==> src/rtl/mc_sequencer_if.sv <==
// mc_sequencer_if: control bundle between the sequencer and the MIPS datapath.
//   Datapath -> sequencer: en, opcode, funct, zero
//   Sequencer -> datapath: state, stage strobes, mux selects, retire/illegal pulses, instr_cnt
// master = datapath side (drives decode inputs), slave = sequencer side.
interface mc_sequencer_if;
  logic        en;
  logic [5:0]  opcode;
  logic [5:0]  funct;
  logic        zero;
  logic [2:0]  state;
  logic        pc_we;
  logic [1:0]  pc_src;
  logic        ir_we;
  logic        rf_re;
  logic        alu_en;
  logic [1:0]  alu_op;
  logic        alu_src_b;
  logic        dmem_we;
  logic        rf_we;
  logic        reg_dst;
  logic        mem_to_reg;
  logic        instr_done;
  logic        illegal;
  logic [31:0] instr_cnt;

  modport master (
    output en, opcode, funct, zero,
    input  state, pc_we, pc_src, ir_we, rf_re, alu_en, alu_op, alu_src_b,
           dmem_we, rf_we, reg_dst, mem_to_reg, instr_done, illegal, instr_cnt
  );

  modport slave (
    input  en, opcode, funct, zero,
    output state, pc_we, pc_src, ir_we, rf_re, alu_en, alu_op, alu_src_b,
           dmem_we, rf_we, reg_dst, mem_to_reg, instr_done, illegal, instr_cnt
  );
endinterface

==> src/rtl/mc_sequencer.sv <==
// mc_sequencer: multi-cycle control FSM for the single-issue MIPS datapath.
//   clk      : clock
//   reset_n  : asynchronous active-low reset
//   bus      : mc_sequencer_if.slave (en/opcode/funct/zero in; state, strobes,
//              selects, instr_done, illegal, instr_cnt out)
// Stages IF -> ID -> EX -> [MEM] -> [WB]; memory read latency is absorbed by a
// 3-bit wait counter that clears on every state entry. Strobes are decoded from
// the registered state/counter and the IR fields, one cycle wide each.
module mc_sequencer #(
  parameter int unsigned IMEM_LAT = 1,
  parameter int unsigned DMEM_LAT = 1
) (
  input  logic          clk,
  input  logic          reset_n,
  mc_sequencer_if.slave bus
);

  localparam int unsigned WCNT_W   = 3;
  localparam int unsigned CNT_W    = 32;
  localparam logic [WCNT_W-1:0] IMEM_LAST = WCNT_W'(IMEM_LAT);
  localparam logic [WCNT_W-1:0] DMEM_LAST = WCNT_W'(DMEM_LAT);

  localparam logic [5:0] OP_RTYPE = 6'h00;
  localparam logic [5:0] OP_J     = 6'h02;
  localparam logic [5:0] OP_BEQ   = 6'h04;
  localparam logic [5:0] OP_BNE   = 6'h05;
  localparam logic [5:0] OP_ADDI  = 6'h08;
  localparam logic [5:0] OP_ORI   = 6'h0D;
  localparam logic [5:0] OP_LW    = 6'h23;
  localparam logic [5:0] OP_SW    = 6'h2B;

  typedef enum logic [2:0] {
    S_IF  = 3'd0,
    S_ID  = 3'd1,
    S_EX  = 3'd2,
    S_MEM = 3'd3,
    S_WB  = 3'd4
  } state_e;

  state_e              state_q, state_d;
  logic [WCNT_W-1:0]   wcnt_q, wcnt_d;
  logic [CNT_W-1:0]    instr_cnt_q, instr_cnt_d;

  logic       pc_we_c, ir_we_c, rf_re_c, alu_en_c, alu_src_b_c;
  logic       dmem_we_c, rf_we_c, reg_dst_c, mem_to_reg_c;
  logic       instr_done_c, illegal_c;
  logic [1:0] pc_src_c, alu_op_c;

  // State, wait counter and retire counter registers
  always_ff @(posedge clk or negedge reset_n) begin
    if (!reset_n) begin
      state_q     <= S_IF;
      wcnt_q      <= '0;
      instr_cnt_q <= '0;
    end else begin
      state_q     <= state_d;
      wcnt_q      <= wcnt_d;
      instr_cnt_q <= instr_cnt_d;
    end
  end

  // Next-state and strobe decode; leaving a state always clears the wait counter
  always_comb begin
    state_d      = S_IF;
    wcnt_d       = '0;
    pc_we_c      = 1'b0;
    pc_src_c     = 2'b00;
    ir_we_c      = 1'b0;
    rf_re_c      = 1'b0;
    alu_en_c     = 1'b0;
    alu_op_c     = 2'b00;
    alu_src_b_c  = 1'b0;
    dmem_we_c    = 1'b0;
    rf_we_c      = 1'b0;
    reg_dst_c    = 1'b0;
    mem_to_reg_c = 1'b0;
    instr_done_c = 1'b0;
    illegal_c    = 1'b0;

    case (state_q)
      S_IF: begin
        // en only matters before a fetch has started
        if (wcnt_q == '0 && !bus.en) begin
          state_d = S_IF;
        end else if (wcnt_q == IMEM_LAST) begin
          ir_we_c  = 1'b1;
          pc_we_c  = 1'b1;
          pc_src_c = 2'b00;
          state_d  = S_ID;
        end else begin
          state_d = S_IF;
          wcnt_d  = wcnt_q + WCNT_W'(1);
        end
      end

      S_ID: begin
        rf_re_c = 1'b1;
        case (bus.opcode)
          OP_J: begin
            pc_we_c      = 1'b1;
            pc_src_c     = 2'b10;
            instr_done_c = 1'b1;
          end
          OP_RTYPE, OP_ADDI, OP_ORI, OP_LW, OP_SW, OP_BEQ, OP_BNE: begin
            state_d = S_EX;
          end
          default: begin
            // PC was already advanced in IF, so execution resumes at PC+4
            illegal_c    = 1'b1;
            instr_done_c = 1'b1;
          end
        endcase
      end

      S_EX: begin
        alu_en_c = 1'b1;
        case (bus.opcode)
          OP_RTYPE: begin
            alu_op_c = 2'b10;
            state_d  = S_WB;
          end
          OP_ADDI: begin
            alu_src_b_c = 1'b1;
            state_d     = S_WB;
          end
          OP_ORI: begin
            alu_op_c    = 2'b11;
            alu_src_b_c = 1'b1;
            state_d     = S_WB;
          end
          OP_LW, OP_SW: begin
            alu_src_b_c = 1'b1;
            state_d     = S_MEM;
          end
          OP_BEQ, OP_BNE: begin
            // Subtract to compare; bne takes the branch on a non-zero result
            alu_op_c     = 2'b01;
            pc_src_c     = 2'b01;
            pc_we_c      = bus.zero ^ (bus.opcode == OP_BNE);
            instr_done_c = 1'b1;
          end
          default: state_d = S_IF;
        endcase
      end

      S_MEM: begin
        if (bus.opcode == OP_SW) begin
          dmem_we_c    = 1'b1;
          instr_done_c = 1'b1;
        end else if (wcnt_q == DMEM_LAST) begin
          state_d = S_WB;
        end else begin
          state_d = S_MEM;
          wcnt_d  = wcnt_q + WCNT_W'(1);
        end
      end

      S_WB: begin
        rf_we_c      = 1'b1;
        reg_dst_c    = (bus.opcode == OP_RTYPE);
        mem_to_reg_c = (bus.opcode == OP_LW);
        instr_done_c = 1'b1;
      end

      default: state_d = S_IF;
    endcase

    instr_cnt_d = instr_cnt_q + CNT_W'(instr_done_c);
  end

  assign bus.state      = state_q;
  assign bus.pc_we      = pc_we_c;
  assign bus.pc_src     = pc_src_c;
  assign bus.ir_we      = ir_we_c;
  assign bus.rf_re      = rf_re_c;
  assign bus.alu_en     = alu_en_c;
  assign bus.alu_op     = alu_op_c;
  assign bus.alu_src_b  = alu_src_b_c;
  assign bus.dmem_we    = dmem_we_c;
  assign bus.rf_we      = rf_we_c;
  assign bus.reg_dst    = reg_dst_c;
  assign bus.mem_to_reg = mem_to_reg_c;
  assign bus.instr_done = instr_done_c;
  assign bus.illegal    = illegal_c;
  assign bus.instr_cnt  = instr_cnt_q;

endmodule

==> src/flat_wrapper.sv <==
// flat-port wrapper written by rule: the top's interface ports become plain ports
module mc_sequencer_flat 
#(
  parameter int unsigned IMEM_LAT = 1,
  parameter int unsigned DMEM_LAT = 1
)
  (clk, reset_n, bus_en, bus_opcode, bus_funct, bus_zero, bus_state, bus_pc_we, bus_pc_src, bus_ir_we, bus_rf_re, bus_alu_en, bus_alu_op, bus_alu_src_b, bus_dmem_we, bus_rf_we, bus_reg_dst, bus_mem_to_reg, bus_instr_done, bus_illegal, bus_instr_cnt);
  mc_sequencer_if bus_i ();
  input  logic clk;
  input  logic reset_n;
  input wire logic [$bits(bus_i.en)-1:0] bus_en;
  input wire logic [$bits(bus_i.opcode)-1:0] bus_opcode;
  input wire logic [$bits(bus_i.funct)-1:0] bus_funct;
  input wire logic [$bits(bus_i.zero)-1:0] bus_zero;
  output wire logic [$bits(bus_i.state)-1:0] bus_state;
  output wire logic [$bits(bus_i.pc_we)-1:0] bus_pc_we;
  output wire logic [$bits(bus_i.pc_src)-1:0] bus_pc_src;
  output wire logic [$bits(bus_i.ir_we)-1:0] bus_ir_we;
  output wire logic [$bits(bus_i.rf_re)-1:0] bus_rf_re;
  output wire logic [$bits(bus_i.alu_en)-1:0] bus_alu_en;
  output wire logic [$bits(bus_i.alu_op)-1:0] bus_alu_op;
  output wire logic [$bits(bus_i.alu_src_b)-1:0] bus_alu_src_b;
  output wire logic [$bits(bus_i.dmem_we)-1:0] bus_dmem_we;
  output wire logic [$bits(bus_i.rf_we)-1:0] bus_rf_we;
  output wire logic [$bits(bus_i.reg_dst)-1:0] bus_reg_dst;
  output wire logic [$bits(bus_i.mem_to_reg)-1:0] bus_mem_to_reg;
  output wire logic [$bits(bus_i.instr_done)-1:0] bus_instr_done;
  output wire logic [$bits(bus_i.illegal)-1:0] bus_illegal;
  output wire logic [$bits(bus_i.instr_cnt)-1:0] bus_instr_cnt;
  assign bus_i.en = bus_en;
  assign bus_i.opcode = bus_opcode;
  assign bus_i.funct = bus_funct;
  assign bus_i.zero = bus_zero;
  assign bus_state = bus_i.state;
  assign bus_pc_we = bus_i.pc_we;
  assign bus_pc_src = bus_i.pc_src;
  assign bus_ir_we = bus_i.ir_we;
  assign bus_rf_re = bus_i.rf_re;
  assign bus_alu_en = bus_i.alu_en;
  assign bus_alu_op = bus_i.alu_op;
  assign bus_alu_src_b = bus_i.alu_src_b;
  assign bus_dmem_we = bus_i.dmem_we;
  assign bus_rf_we = bus_i.rf_we;
  assign bus_reg_dst = bus_i.reg_dst;
  assign bus_mem_to_reg = bus_i.mem_to_reg;
  assign bus_instr_done = bus_i.instr_done;
  assign bus_illegal = bus_i.illegal;
  assign bus_instr_cnt = bus_i.instr_cnt;
  mc_sequencer #(.IMEM_LAT(IMEM_LAT), .DMEM_LAT(DMEM_LAT)) u_core (.clk(clk), .reset_n(reset_n), .bus(bus_i));
endmodule
==> config.mk <==
export PLATFORM = sky130hd
export DESIGN_NAME = mc_sequencer_flat
export DESIGN_NICKNAME = d
export VERILOG_FILES = /design/src/rtl/mc_sequencer_if.sv /design/src/rtl/mc_sequencer.sv /design/src/flat_wrapper.sv
export SDC_FILE = /design/constraint.sdc
export NUM_CORES = 1
export LEC_CHECK = 0
export ABC_AREA = 0
export CORE_MARGIN = 2
export CORE_UTILIZATION = 58
export CTS_CLUSTER_SIZE = 40
export DETAILED_ROUTE_END_ITERATION = 12
export DONT_BUFFER_PORTS = 1
export PLACE_DENSITY = 0.81
export SLEW_MARGIN = 20
export SYNTH_ARGS = -nofsm -noshare
export SYNTH_HDL_FRONTEND = slang
export SYNTH_SLANG_ARGS = --single-unit
==> constraint.sdc <==
create_clock -name clk -period 3.6 [get_ports clk]
set_clock_uncertainty 0.1 [all_clocks]
set_input_delay 0.36 -clock clk [delete_from_list [all_inputs] [get_ports clk]]
set_output_delay 0.36 -clock clk [all_outputs]
set_load 0.03 [all_outputs]
* After elaboration in Yosys (flattened, before gate mapping)
Cells that the tools add are included.
Word-level totals: register bits after elaboration 38, input bits 16, output and inout bits 50, word-level logic and storage cells 65
Cells by class: add/sub/neg operators 2, equality and inequality tests 12, mux-type cells 36, bitwise gates (word level) 1, reductions and logical operators 11
Operators with widths (number):
- $add A32 B1 Y32 | 1
- $mux W1 | 20
- $mux W3 | 6
- $eq A6 B3 Y1 const B | 2
- $eq A6 B4 Y1 const B | 2
- $eq A6 B6 Y1 const B | 2
- $pmux W3 S2 | 2
- $pmux W3 S4 | 1
- $reduce_or A8 Y1 | 1
- $reduce_or A7 Y1 | 1
- $eq A3 B1 Y1 const B | 2
- $eq A3 B2 Y1 const B | 2
- $eq A6 B2 Y1 const B | 1
- $logic_not A3 Y1 | 2
- $logic_not A6 Y1 | 1
- $mux W2 | 3
- $pmux W2 S3 | 1
- $pmux W1 S4 | 1
- $pmux W2 S2 | 1
- $reduce_or A2 Y1 | 2
- $reduce_or A4 Y1 | 1
- $add A3 B1 Y3 const B | 1
- $eq A3 B3 Y1 const B | 1
- $pmux W1 S3 | 1
- 4 further kinds | 4

* Longest topological paths before layout
word-level depth 5, depth in mapped cells 10, depth with buffers taken out 9

* Worst setup path before layout
No wires, ideal clock.
path type reg2reg, start register u_core.state_q[0], in the netlist u_core.bus.state[0], end register u_core.instr_cnt_q[28], in the netlist u_core.bus.instr_cnt[28], library setup time 0.135 ns, data arrival time 3.295 ns, required time 3.365 ns, path slack 0.070 ns, stages on the path, launching flop included 11, path buffers 1, clock period less this slack 3.530 ns, path through dfrtp_1 -> clkbuf_1 -> inv_1 -> nor3_1 -> nand2_1 -> o2111ai_1 -> ha_1 -> nand4_1 -> nor4_4 -> nand4_1 -> xnor2_1
On the way: cells in the longest elaborated chain, start to end 3, elaborated cells between the ends (all ways) 6, classes of those cells 1 x add/sub; 4 x eq/ne; 1 x mux
Ends and longest elaborated chain:
- start: declaration | RTL line mc_sequencer.sv:40 | state_e state_q, state_d;
- start signal: assignment | RTL line mc_sequencer.sv:56 | state_q <= state_d;
- $eq A3 B3 Y1 (tied with other cells) | RTL line mc_sequencer.sv:80 | case (state_q)
- $pmux W1 S4 * | RTL line mc_sequencer.sv:80
- via bus_instr_done | RTL line flat_wrapper.sv:27 | output wire logic [$bits(bus_i.instr_done)-1:0] bus_instr_done;
- $add A32 B1 Y32 * | RTL line mc_sequencer.sv:168 | instr_cnt_d = instr_cnt_q + CNT_W'(instr_done_c);
- via u_core.instr_cnt_d[28] | RTL line mc_sequencer.sv:42 | logic [CNT_W-1:0] instr_cnt_q, instr_cnt_d;
- end signal: assignment | RTL line mc_sequencer.sv:58 | instr_cnt_q <= instr_cnt_d;
- end: declaration | RTL line mc_sequencer.sv:42
Mark *: on every way through the listed nets, which the timed path passes. The rest lies on a longest branch.

* Worst setup path after layout
start register u_core.state_q[1], in the netlist u_core.bus.state[1], end register u_core.instr_cnt_q[28], in the netlist u_core.bus.instr_cnt[28]
On the way: cells in the longest elaborated chain, start to end 3, elaborated cells between the ends (all ways) 6, classes of those cells 1 x add/sub; 4 x eq/ne; 1 x mux
Ends and longest elaborated chain (RTL line):
- $eq A3 B3 Y1 (tied with other cells) | mc_sequencer.sv:80
- $pmux W1 S4 * | mc_sequencer.sv:80
- $add A32 B1 Y32 * | mc_sequencer.sv:168
- via u_core.instr_cnt_d[28] | mc_sequencer.sv:42
Marks and branches as above.

==> impl_summary.md <==
Setup path
The sort of element at the end of the critical path is a flop. The type of origin of the critical path is a flop. The worst stage delay on the critical path is 610 ps. In this design, the largest share of critical-path delay is due to simple AND/OR/NAND/NOR gates. The critical path goes through or3b_1, nor2_1, nand3b_1, o2111ai_1, ha_1, nand4_1, nor4_4, nand4_1, xnor2_1. The arrival time at the worst endpoint is 3300 ps. The maximum fanout encountered on the critical timing path is 10. For the worst flop-to-flop path, the logic depth is 9. The slowest cell on the critical path is sky130_fd_sc_hd__dfrtp_1. The startpoint identified for the worst register-to-register timing path is u_core.bus.state[1]$_DFF_PN0_. The most prevalent standard cell on the critical path is sky130_fd_sc_hd__nand4_1. The worst flop-to-flop path endpoint is u_core.bus.instr_cnt[28]$_DFF_PN0_.

The class of the most critical setup path is flop to flop. Counting both buffers and inverters, the worst setup path holds a total of 0. The internal reg-to-reg setup slack is 430 ps. The required time at the worst-slack endpoint is 3730 ps.

Drt
The routed layout has 1564 vias. The count of TritonRoute iterations in the first routing pass is 4. Summed over all layers, the routed wires come to 4150 um.

The count of antenna-violating nets left after detailed routing is 0. For this run, design rule violations remaining after detail routing come to 0. The routed wire length per instance is 16.0 um.

In the routed layout, each cell is associated on average with a via count of 6.02. The first routing iteration left 77 violations.

Timing
The worst path uses 88.1% of the clock period. The number of hold-slack violations in the final timing report is 0. The transition time of the tightest slew-check pin is 898 ps.

For the final routed database, the setup TNS stands at 0 ps. The maximum clock rate is 315 MHz. Setup violations remaining at the end of the flow were counted as 0.

Setup repair after global routing left no endpoint under its margin. The max-slew violation count is 0. The shortest clock period the worst path allows after layout is 3170 ps. The worst pin sits at a relative slew slack of 39.7%.

Placement
Once placement completed, the tool counted placed cells totaling 250. Detailed placement ended at an HPWL of 3030 um. The global placer's final weighted congestion is 0.865.

The count of buffers added on input and output ports is 0. Summing all placed instances gives a cell area of 0.00210 mm2.

Clocking
TritonCTS built the clock tree. For this design, the sink count on the clock tree is 38. In this run the deepest clock path goes through 2 buffers. For the worst-skew pair, the clock arrives at the later sink with an insertion delay of 340 ps.

Once the clock tree was built, the resizer swapped 0 gates to a different size. The total number of H-tree levels is 2. The clock-pin transition on the worst setup and hold timing paths is 120 ps. CTS placed an instance of sky130_fd_sc_hd__clkbuf_4 at the clock tree root. In this run, CTS created clock tree buffers numbering 5.

Min path
The startpoint of the lowest-slack hold path is bus_en. The path with the worst hold slack has its endpoint at u_core.wcnt_q[0]$_DFF_PN0_. In this run the worst hold path is classified as input pin to flop. Counting instances, the worst hold path has a depth of 2.

Global routing
The overall global routing resource usage is 22.0%. The via count of the first global-routing pass is 1519. Entering global routing, the biggest net connects 39 pins. The number of antenna violations at the first check in global routing is 0.

The total overflow reported by the global router is 0. The first global-routing pass estimated 7020 um of wire.

Flow run
Max-cap violations in this run came to 0.

Power and ir drop
For this design the static power due to leakage is 0.00103 uW. VDD sags by at most 0.000467 V. The total power divided by cell area is 459 mW/mm2.

Logic synthesis
The post-synthesis area per instance is 9.88 um2. In this run the cell area of the synthesized design comes to 0.00204 mm2. The total number of yosys warnings is 0. Summing the sequential cell areas from Yosys gives 46.5% of the chip area. Counting flops with an async set or reset pin after synthesis yields a share of 100%.

Yosys mapped a number of flops with a built-in enable equal to 0. The synthesized instance count is 207. After synthesis the netlist holds a flip-flop and latch count of 38.

In the synthesized netlist the dominant register cell turns out to be sky130_fd_sc_hd__dfrtp_1. Counting every net in the synthesized netlist gives 225. The count of distinct cell types in the synthesized netlist is 43.

Finish
The area occupied by registers is 951 um2. The layout has 309 filler cells. The share of post-route cells with drive strength above 1 is 9.81%. The area added between synthesis and finish is 7.53%. For this run, the post-layout net count is 231. In the layout the commonest cells are 38 x sky130_fd_sc_hd__dfrtp_1, 21 x sky130_fd_sc_hd__xnor2_1, 19 x sky130_fd_sc_hd__nand3_1. The most common library cell in the layout ignoring fill and taps is sky130_fd_sc_hd__dfrtp_1.

Summing all multi-input logic gate instances after layout gives 0.00102 mm2. With fillers left out, the area of the finished cells amounts to 0.00220 mm2. The total inserted antenna cells is 0. The finished layout holds 260 standard cells, fillers aside.

Die
From left edge to right edge, the die measures 63.4 um. The core region is 0.00336 mm2. The area of the die is 0.00402 mm2.

The starting density of the core is 60.8%. The I/O pin total is 66. The height of the chip is 63.4 um. Row generation in the floorplan step produced 21 rows.

Run status
The flow ran to the end, and the final reports show no timing, DRC or antenna violations.
## report_power, final
group / leakage (uW) / internal, uW / switching [uW] / total, uW
Combinational: 0.000483 / 65.5 / 121 / 187
Clock: 0.0000343 / 93.9 / 141 / 235
Sequential: 0.000514 / 463 / 124 / 588
## state kept, by name, indices dropped and copies added (netlist names)
register	count
u_core.bus.instr_cnt	32
u_core.bus.state	3
u_core.wcnt_q	3
## stage by stage
step | util [%] | worst slack (ps) | power (uW) | hold WS, ps
3_3_place_gp | 62.6 | 571 | 763 | -34.8
3_5_place_dp | 62.6 | 463 | 773 | -34.7
4_1_cts | 65.4 | 451 | 1020 | 118
5_1_grt | 65.4 | 222 | 1060 | 125
2_1_floorplan | - | 70.1 | 732 | -35.6
6_report | 65.4 | 430 | 1010 | 123
## kinds of logic after synthesis
logic type | synth area share [%]
and+or+nand+nor | 28.6
xor gates and xnor gates | 14.1
AOI/OAI and AO/OA | 5.81
DFF | 46.5
buffers and inverters | 3.73
adders and majority gates | 1.22
## worst reg2reg max path: cells and delay by family, from the launching register on
family,cells,cell delay [ps]
AO/OA/AOI/OAI,1,170
XOR/XNOR,1,170
adder cells (fa/ha/maj),1,310
flip-flops,1,610
AND/OR/NAND/NOR,6,1700
## Yosys cell counts, types with 2 or more instances
library cell,count,area (um2)
sky130_fd_sc_hd__xnor2_1,21,184
sky130_fd_sc_hd__nor3_1,9,45.0
sky130_fd_sc_hd__dfrtp_1,38,951
sky130_fd_sc_hd__buf_2,4,20.0
sky130_fd_sc_hd__or3_1,2,12.5
sky130_fd_sc_hd__nor4_1,3,18.8
sky130_fd_sc_hd__and4_1,4,35.0
sky130_fd_sc_hd__nand4_1,8,50.1
sky130_fd_sc_hd__a21oi_1,3,15.0
sky130_fd_sc_hd__clkbuf_1,4,15.0
sky130_fd_sc_hd__ha_1,2,25.0
sky130_fd_sc_hd__nand2b_1,3,18.8
sky130_fd_sc_hd__nand4_2,2,25.0
sky130_fd_sc_hd__nand3b_1,3,22.5
sky130_fd_sc_hd__nand2_1,15,56.3
sky130_fd_sc_hd__nor2_1,11,41.3
sky130_fd_sc_hd__nor2b_1,2,12.5
sky130_fd_sc_hd__inv_1,11,41.3
sky130_fd_sc_hd__and3_1,6,37.5
sky130_fd_sc_hd__xor2_1,12,105
sky130_fd_sc_hd__o21ai_0,3,15.0
sky130_fd_sc_hd__nand3_1,19,95.1
sky130_fd_sc_hd__o31ai_1,2,15.0
## cell type report
type / instances / share of cell area, %
Sequential cell: 38 / 43.3
Timing Repair Buffer: 7 / 3.07
Multi-Input combinational cell: 150 / 46.3
Clock buffer: 6 / 2.33
Tap cell: 46 / 2.62
Clock inverter: 2 / 0.569
Inverter: 11 / 1.88
## layer usage
metal	track usage, %	share of wire (%)
met4	6.79	1.1
met2	34.5	48
met1	27.4	43
met3	9.46	7.5
met5	0	0
## timing repair
action / in CTS / in global routing
setup buffers: 0 / 0
endpoints found under the hold margin: 38 / 0
hold buffers: 2 / 0
endpoints found under the setup margin: 0 / 0
## worst max path at each step
stage / startpoint / endpoint / slack [ps] / depth (start not counted)
after floorplan: u_core.bus.state[0]$_DFF_PN0_ / u_core.bus.instr_cnt[28]$_DFF_PN0_ / 70 / 10
after global placement: u_core.bus.state[1]$_DFF_PN0_ / u_core.bus.instr_cnt[26]$_DFF_PN0_ / 570 / 9
after detailed placement: u_core.bus.state[1]$_DFF_PN0_ / u_core.bus.instr_cnt[30]$_DFF_PN0_ / 460 / 9
after CTS: u_core.bus.state[1]$_DFF_PN0_ / u_core.bus.instr_cnt[30]$_DFF_PN0_ / 450 / 9
after global routing: u_core.bus.state[1]$_DFF_PN0_ / u_core.bus.instr_cnt[28]$_DFF_PN0_ / 220 / 9
final: u_core.bus.state[1]$_DFF_PN0_ / u_core.bus.instr_cnt[28]$_DFF_PN0_ / 430 / 9
Power figures use the tool's default switching activity.
